--- src/rtl/riscv_ctrl_pkg.sv ---
// Shared encodings for the multicycle RV32I control unit.
// The HALT state only exists when ILLEGAL_TRAP_EN is defined.
package riscv_ctrl_pkg;

    typedef enum logic [3:0] {
        S_FETCH    = 4'd0,
        S_DECODE   = 4'd1,
        S_MEMADR   = 4'd2,
        S_MEMREAD  = 4'd3,
        S_MEMWB    = 4'd4,
        S_MEMWRITE = 4'd5,
        S_EXECUTER = 4'd6,
        S_EXECUTEI = 4'd7,
        S_ALUWB    = 4'd8,
        S_BEQ      = 4'd9,
        S_JAL      = 4'd10
`ifdef ILLEGAL_TRAP_EN
        ,S_HALT    = 4'd11
`endif
    } statetype_t;

    localparam logic [1:0] IMM_I = 2'b00;
    localparam logic [1:0] IMM_S = 2'b01;
    localparam logic [1:0] IMM_B = 2'b10;
    localparam logic [1:0] IMM_J = 2'b11;

    localparam logic [2:0] ALU_ADD = 3'b000;
    localparam logic [2:0] ALU_SUB = 3'b001;
    localparam logic [2:0] ALU_AND = 3'b010;
    localparam logic [2:0] ALU_OR  = 3'b011;
    localparam logic [2:0] ALU_SLT = 3'b101;

    localparam logic [1:0] ALUOP_ADD   = 2'b00;
    localparam logic [1:0] ALUOP_SUB   = 2'b01;
    localparam logic [1:0] ALUOP_FUNCT = 2'b10;

    localparam logic [1:0] RES_ALUOUT = 2'b00;
    localparam logic [1:0] RES_DATA   = 2'b01;
    localparam logic [1:0] RES_ALU    = 2'b10;

    localparam logic [1:0] SRCA_PC    = 2'b00;
    localparam logic [1:0] SRCA_OLDPC = 2'b01;
    localparam logic [1:0] SRCA_RD1   = 2'b10;

    localparam logic [1:0] SRCB_RD2  = 2'b00;
    localparam logic [1:0] SRCB_IMM  = 2'b01;
    localparam logic [1:0] SRCB_FOUR = 2'b10;

    localparam logic [6:0] OP_LW  = 7'b0000011;
    localparam logic [6:0] OP_SW  = 7'b0100011;
    localparam logic [6:0] OP_R   = 7'b0110011;
    localparam logic [6:0] OP_I   = 7'b0010011;
    localparam logic [6:0] OP_BEQ = 7'b1100011;
    localparam logic [6:0] OP_JAL = 7'b1101111;

endpackage

--- src/rtl/alu_decoder.sv ---
// Maps the FSM's coarse alu_op plus instruction funct fields to an ALU operation.
module alu_decoder
    import riscv_ctrl_pkg::*;
(
    input  logic [1:0] alu_op,
    input  logic [2:0] funct3,
    input  logic       funct7b5,
    input  logic       op5,
    output logic [2:0] alu_control
);

    always_comb begin
        alu_control = ALU_ADD;
        case (alu_op)
            ALUOP_ADD: alu_control = ALU_ADD;
            ALUOP_SUB: alu_control = ALU_SUB;
            default: begin
                case (funct3)
                    // funct7b5 is only a sub flag for R-type; for addi it is immediate data
                    3'b000:  alu_control = (op5 & funct7b5) ? ALU_SUB : ALU_ADD;
                    3'b010:  alu_control = ALU_SLT;
                    3'b110:  alu_control = ALU_OR;
                    3'b111:  alu_control = ALU_AND;
                    default: alu_control = ALU_ADD;
                endcase
            end
        endcase
    end

endmodule

--- src/rtl/multicycle_controller.sv ---
// Moore FSM sequencing the multicycle RV32I datapath; ILLEGAL_TRAP_EN adds a HALT trap.
// FETCH ir+pc+4 | DECODE br target | MEMADR/MEMREAD/MEMWB lw | MEMWRITE sw
// EXECUTER/EXECUTEI alu | ALUWB rd write | BEQ compare | JAL link+jump | HALT illegal op
module multicycle_controller
    import riscv_ctrl_pkg::*;
#(
    parameter int STATE_W = 4
) (
    input  logic               clk,
    input  logic               reset,
    input  logic [6:0]         op,
    input  logic [2:0]         funct3,
    input  logic               funct7b5,
    input  logic               zero,
    output logic [1:0]         imm_src,
    output logic               pc_write,
    output logic               adr_src,
    output logic               mem_write,
    output logic               ir_write,
    output logic [1:0]         result_src,
    output logic [1:0]         alu_src_a,
    output logic [1:0]         alu_src_b,
    output logic [2:0]         alu_control,
    output logic               reg_write,
    output logic [STATE_W-1:0] state_o
`ifdef ILLEGAL_TRAP_EN
    ,output logic              illegal_op
`endif
);

    statetype_t state_q, state_d;
    logic       pc_update, branch, ir_write_s, reg_write_s, mem_write_s;
    logic [1:0] alu_op;

    always_ff @(posedge clk) begin
        if (reset) state_q <= S_FETCH;
        else       state_q <= state_d;
    end

    always_comb begin
        state_d = S_FETCH;
        case (state_q)
            S_FETCH: state_d = S_DECODE;
            S_DECODE: begin
                case (op)
                    OP_LW, OP_SW: state_d = S_MEMADR;
                    OP_R:         state_d = S_EXECUTER;
                    OP_I:         state_d = S_EXECUTEI;
                    OP_BEQ:       state_d = S_BEQ;
                    OP_JAL:       state_d = S_JAL;
`ifdef ILLEGAL_TRAP_EN
                    default:      state_d = S_HALT;
`else
                    default:      state_d = S_FETCH;
`endif
                endcase
            end
            S_MEMADR:   state_d = op[5] ? S_MEMWRITE : S_MEMREAD;
            S_MEMREAD:  state_d = S_MEMWB;
            S_EXECUTER: state_d = S_ALUWB;
            S_EXECUTEI: state_d = S_ALUWB;
            S_JAL:      state_d = S_ALUWB;
`ifdef ILLEGAL_TRAP_EN
            S_HALT:     state_d = S_HALT;
`endif
            default:    state_d = S_FETCH;
        endcase
    end

    always_comb begin
        pc_update   = 1'b0;
        branch      = 1'b0;
        ir_write_s  = 1'b0;
        reg_write_s = 1'b0;
        mem_write_s = 1'b0;
        adr_src     = 1'b0;
        result_src  = RES_ALUOUT;
        alu_src_a   = SRCA_PC;
        alu_src_b   = SRCB_RD2;
        alu_op      = ALUOP_ADD;
        case (state_q)
            S_FETCH: begin
                ir_write_s = 1'b1;
                pc_update  = 1'b1;
                alu_src_b  = SRCB_FOUR;
                result_src = RES_ALU;
            end
            S_DECODE: begin
                alu_src_a = SRCA_OLDPC;
                alu_src_b = SRCB_IMM;
            end
            S_MEMADR: begin
                alu_src_a = SRCA_RD1;
                alu_src_b = SRCB_IMM;
            end
            S_MEMREAD: adr_src = 1'b1;
            S_MEMWB: begin
                result_src  = RES_DATA;
                reg_write_s = 1'b1;
            end
            S_MEMWRITE: begin
                adr_src     = 1'b1;
                mem_write_s = 1'b1;
            end
            S_EXECUTER: begin
                alu_src_a = SRCA_RD1;
                alu_op    = ALUOP_FUNCT;
            end
            S_EXECUTEI: begin
                alu_src_a = SRCA_RD1;
                alu_src_b = SRCB_IMM;
                alu_op    = ALUOP_FUNCT;
            end
            S_ALUWB: reg_write_s = 1'b1;
            S_BEQ: begin
                alu_src_a = SRCA_RD1;
                alu_op    = ALUOP_SUB;
                branch    = 1'b1;
            end
            S_JAL: begin
                alu_src_a = SRCA_OLDPC;
                alu_src_b = SRCB_FOUR;
                pc_update = 1'b1;
            end
            default: ;
        endcase
    end

    always_comb begin
        case (op)
            OP_SW:   imm_src = IMM_S;
            OP_BEQ:  imm_src = IMM_B;
            OP_JAL:  imm_src = IMM_J;
            default: imm_src = IMM_I;
        endcase
    end

    // Reset can land mid-instruction; gating here keeps that cycle from committing anything.
    assign pc_write  = (pc_update | (branch & zero)) & ~reset;
    assign ir_write  = ir_write_s & ~reset;
    assign reg_write = reg_write_s & ~reset;
    assign mem_write = mem_write_s & ~reset;
    assign state_o   = STATE_W'(state_q);

`ifdef ILLEGAL_TRAP_EN
    assign illegal_op = (state_q == S_HALT);
`endif

    alu_decoder u_alu_decoder (
        .alu_op      (alu_op),
        .funct3      (funct3),
        .funct7b5    (funct7b5),
        .op5         (op[5]),
        .alu_control (alu_control)
    );

endmodule
--- config.mk ---
export PLATFORM = sky130hd
export DESIGN_NAME = multicycle_controller
export DESIGN_NICKNAME = d
export VERILOG_FILES = /design/src/rtl/riscv_ctrl_pkg.sv /design/src/rtl/alu_decoder.sv /design/src/rtl/multicycle_controller.sv
export SDC_FILE = /design/constraint.sdc
export NUM_CORES = 1
export LEC_CHECK = 0
export ABC_CLOCK_PERIOD_IN_PS = 1200
export CELL_PAD_IN_SITES_DETAIL_PLACEMENT = 1
export CELL_PAD_IN_SITES_GLOBAL_PLACEMENT = 1
export CORE_MARGIN = 2
export CORE_UTILIZATION = 22
export CTS_CLUSTER_SIZE = 30
export DETAILED_ROUTE_END_ITERATION = 8
export HOLD_SLACK_MARGIN = 0.02
export PLACE_DENSITY_LB_ADDON = 0.1
export RECOVER_POWER = 50
export SLEW_MARGIN = 40
export SYNTH_ARGS = -nofsm -noshare
export SYNTH_HDL_FRONTEND = slang
export SYNTH_SLANG_ARGS = --single-unit
--- constraint.sdc ---
create_clock -name clk -period 1.2 [get_ports clk]
set_clock_uncertainty 0.05 [all_clocks]
set_input_delay 0.24 -clock clk [delete_from_list [all_inputs] [get_ports clk]]
set_output_delay 0.24 -clock clk [all_outputs]
set_load 0.05 [all_outputs]
==> impl_metrics.toml <==
[synth]
muxShareOfSynthArea = 0.0172
synth-seq-cells = 4
synth_top_family_by_area = "simple AND/OR/NAND/NOR gates"
syn_area_um2 = 583
syn_nets = 89
synthCells = 75
syn_area_per_cell_um2 = 7.77
yosys.area.top_type = "dfxtp_1"
yosysTopAreaCellShare = 0.137
synth_edf_count = 0
synth_xor_area_frac = 0.0451
yosysSeqAreaShare = 0.137
synth_fa_ha_area_frac = 0
synth-simple-area-share = 0.406
ys_types = 39
synth_compound_area_frac = 0.253
async_reset_ff_frac = 0
yosysWarningCount = 0
synthFlopType = "dfxtp_1"
synth.area.top_cells = "dfxtp_1 14%, a21oi_1 6.0%, nor3_1 6.0%"

[final_layout]
n_antenna_cell = 0
drive_above_1_share = 0.796
multi_input_area_um2 = 737
mostFrequentLayoutCells = "29 x buf_4, 21 x buf_12, 16 x buf_6"
fillerInstances = 217
seqCellArea_um2 = 95.1
nNetsFinal = 168
largest_register_ffs = 4
layout_commonest_cell = "buf_4"
syn2layout_area_growth_pct = 223

[route]
post-route-drc-count = 0
drt_wl_total_um = 4220
antenna_left = 0
wire_per_inst_um = 23.2
vias = 955
drtIter0Drc = 20
first_pass_iters = 4
avgViaCountPerCell = 5.25

[global_route]
grt_pass1_vias = 1035
grt_overflow = 0
grt_pass1_wl_um = 5200
grtUsageTotal = 0.227
grt_start_max_net_pins = 10
antenna_found_initial = 0

[setup_path]
ff2ff_path_depth = 5
critPathCaptureType = "output pin"
r2r_setup_slack_ns = -0.18
cp_max_fo = 6
cp_data_required_time_ns = 0.91
timing.rr.start = "state_o[3]"
reg2reg_to = "state_o[3]"
path_class = "register to output pin"
arrival_ns = 1.49
critPathLaunch = "state_o[3]"
cp-start-kind = "register"

[sta]
tightest_slew_ns = 0.463
fin_crit_ns = 1.78
final_max_slew_viol_count = 0
setup_viol = 24
setup_ws_ns = -0.577
rsz0062_at_grt = "yes"
slew_headroom = 0.689
finalHoldWorstSlack_ns = 0.369
fmax_mhz = 563
fin_crit_sh = 1.48
hold_viol = 0

[placed_design]
port_buffers = 33
gp_congestion = 0.729
dp_slack_ns = -0.552
hpwl_um = 2100

[pwr]
p_per_area_nw_per_um2 = 431
max-vdd-ir-drop_v = 0.000463
leakagePower_nw = 0.736

[min_path]
min_to = "state_o[0]"
min_from = "op[3]"
holdPathStages = 5
hold_class = "input port to register"

[floorplan]
design.core.area_um2 = 2500
die_y_um = 55.5
die_w_um = 55.5
die-area_um2 = 3080
io_pins = 34
rows = 18
start_util = 0.233

[run_status]
status = "complete, but fails checks"
violations = "negative setup slack"

[clock_tree]
cts_tree = "yes"
path_clk_slew_ns = 0.05
cts_made_buffers = 3
cts-root-buf = "clkbuf_4"
clockBufferDepth = 2
htree_levels = 1
insertion_delay_ns = 0.26
clock_sinks = 4

[flow_run]
max-cap-violations = 0
==> power breakdown <==
| part | internal (mW) | total, mW | leakage [nW] | switching [mW] |
|---|---|---|---|---|
| Combinational | 0.231 | 0.472 | 0.687 | 0.241 |
| Clock | 0.114 | 0.202 | 0.0138 | 0.0879 |
| Sequential | 0.130 | 0.137 | 0.0355 | 0.00668 |
==> critical path: stages (launching register included) <==
cell	delay [ns]
dfxtp_4	0.40
buf_6	0.14
nand2b_4	0.07
a2111oi_4	0.39
clkbuf_16	0.23
==> per-layer routing <==
metal	track usage	wire length [um]	up-vias	share of wire
li1	-	-	434	-
met1	0.232	1630	488	0.39
met2	0.423	2400	26	0.57
met3	0.0304	99	7	0.023
met4	0.146	93	0	0.022
met5	0	0	-	0
==> cell type report <==
type,count,share of cell area
Multi-Input combinational cell,61,0.392
Timing Repair Buffer,80,0.514
Clock buffer,3,0.0120
Inverter,4,0.0120
Tap cell,30,0.0199
Sequential cell,4,0.0505
==> timing repair <==
action | 4_1_cts | 5_1_grt
hold buffers | 0 | 0
setup endpoints to repair | 23 | 24
pin swaps | 17 | 9
cloned | 0 | 0
gates resized for setup | 57 | 17
buffers inserted | 11 | 6
==> stage by stage <==
step / std cells / total power, mW / TNS, ns / utilization / cell area, um^2
after floorplan: 75 / 0.330 / -5.70 / - / 853
after global placement: 164 / 0.527 / -6.02 / 0.629 / 1570
after detailed placement: 164 / 0.538 / -6.60 / 0.629 / 1570
after CTS: 177 / 0.749 / -7.13 / 0.710 / 1770
after global routing: 182 / 0.836 / -9.15 / 0.753 / 1880
final: 182 / 0.811 / -8.21 / 0.753 / 1880
==> worst max path at each step <==
stage | to | cells after the start
2_1_floorplan | pc_write | 4
3_3_place_gp | ir_write | 4
3_5_place_dp | ir_write | 4
4_1_cts | alu_src_b[1] | 5
5_1_grt | reg_write | 4
6_report | reg_write | 4
==> logic make-up (layout without fill, tap and decap cells) <==
kind of cell              count (synthesis)  after routing
AOI/OAI and AO/OA                        20             20
buffers and inverters                    10             87
xor gates and xnor gates                  3              3
DFF                                       4              4
muxes                                     1              1
and+or+nand+nor                          37             37
==> cells in the mapped netlist (2+ instances only) <==
master,instances
nand3_1,2
a2111oi_2,2
or3_1,2
buf_6,3
a21oi_1,7
nor3_1,7
xnor2_1,2
nor3b_1,3
inv_1,4
dfxtp_1,4
nor2_1,5
nand4_1,2
o21ai_0,3
nand2_1,4
(Power assumes the default switching activity.)
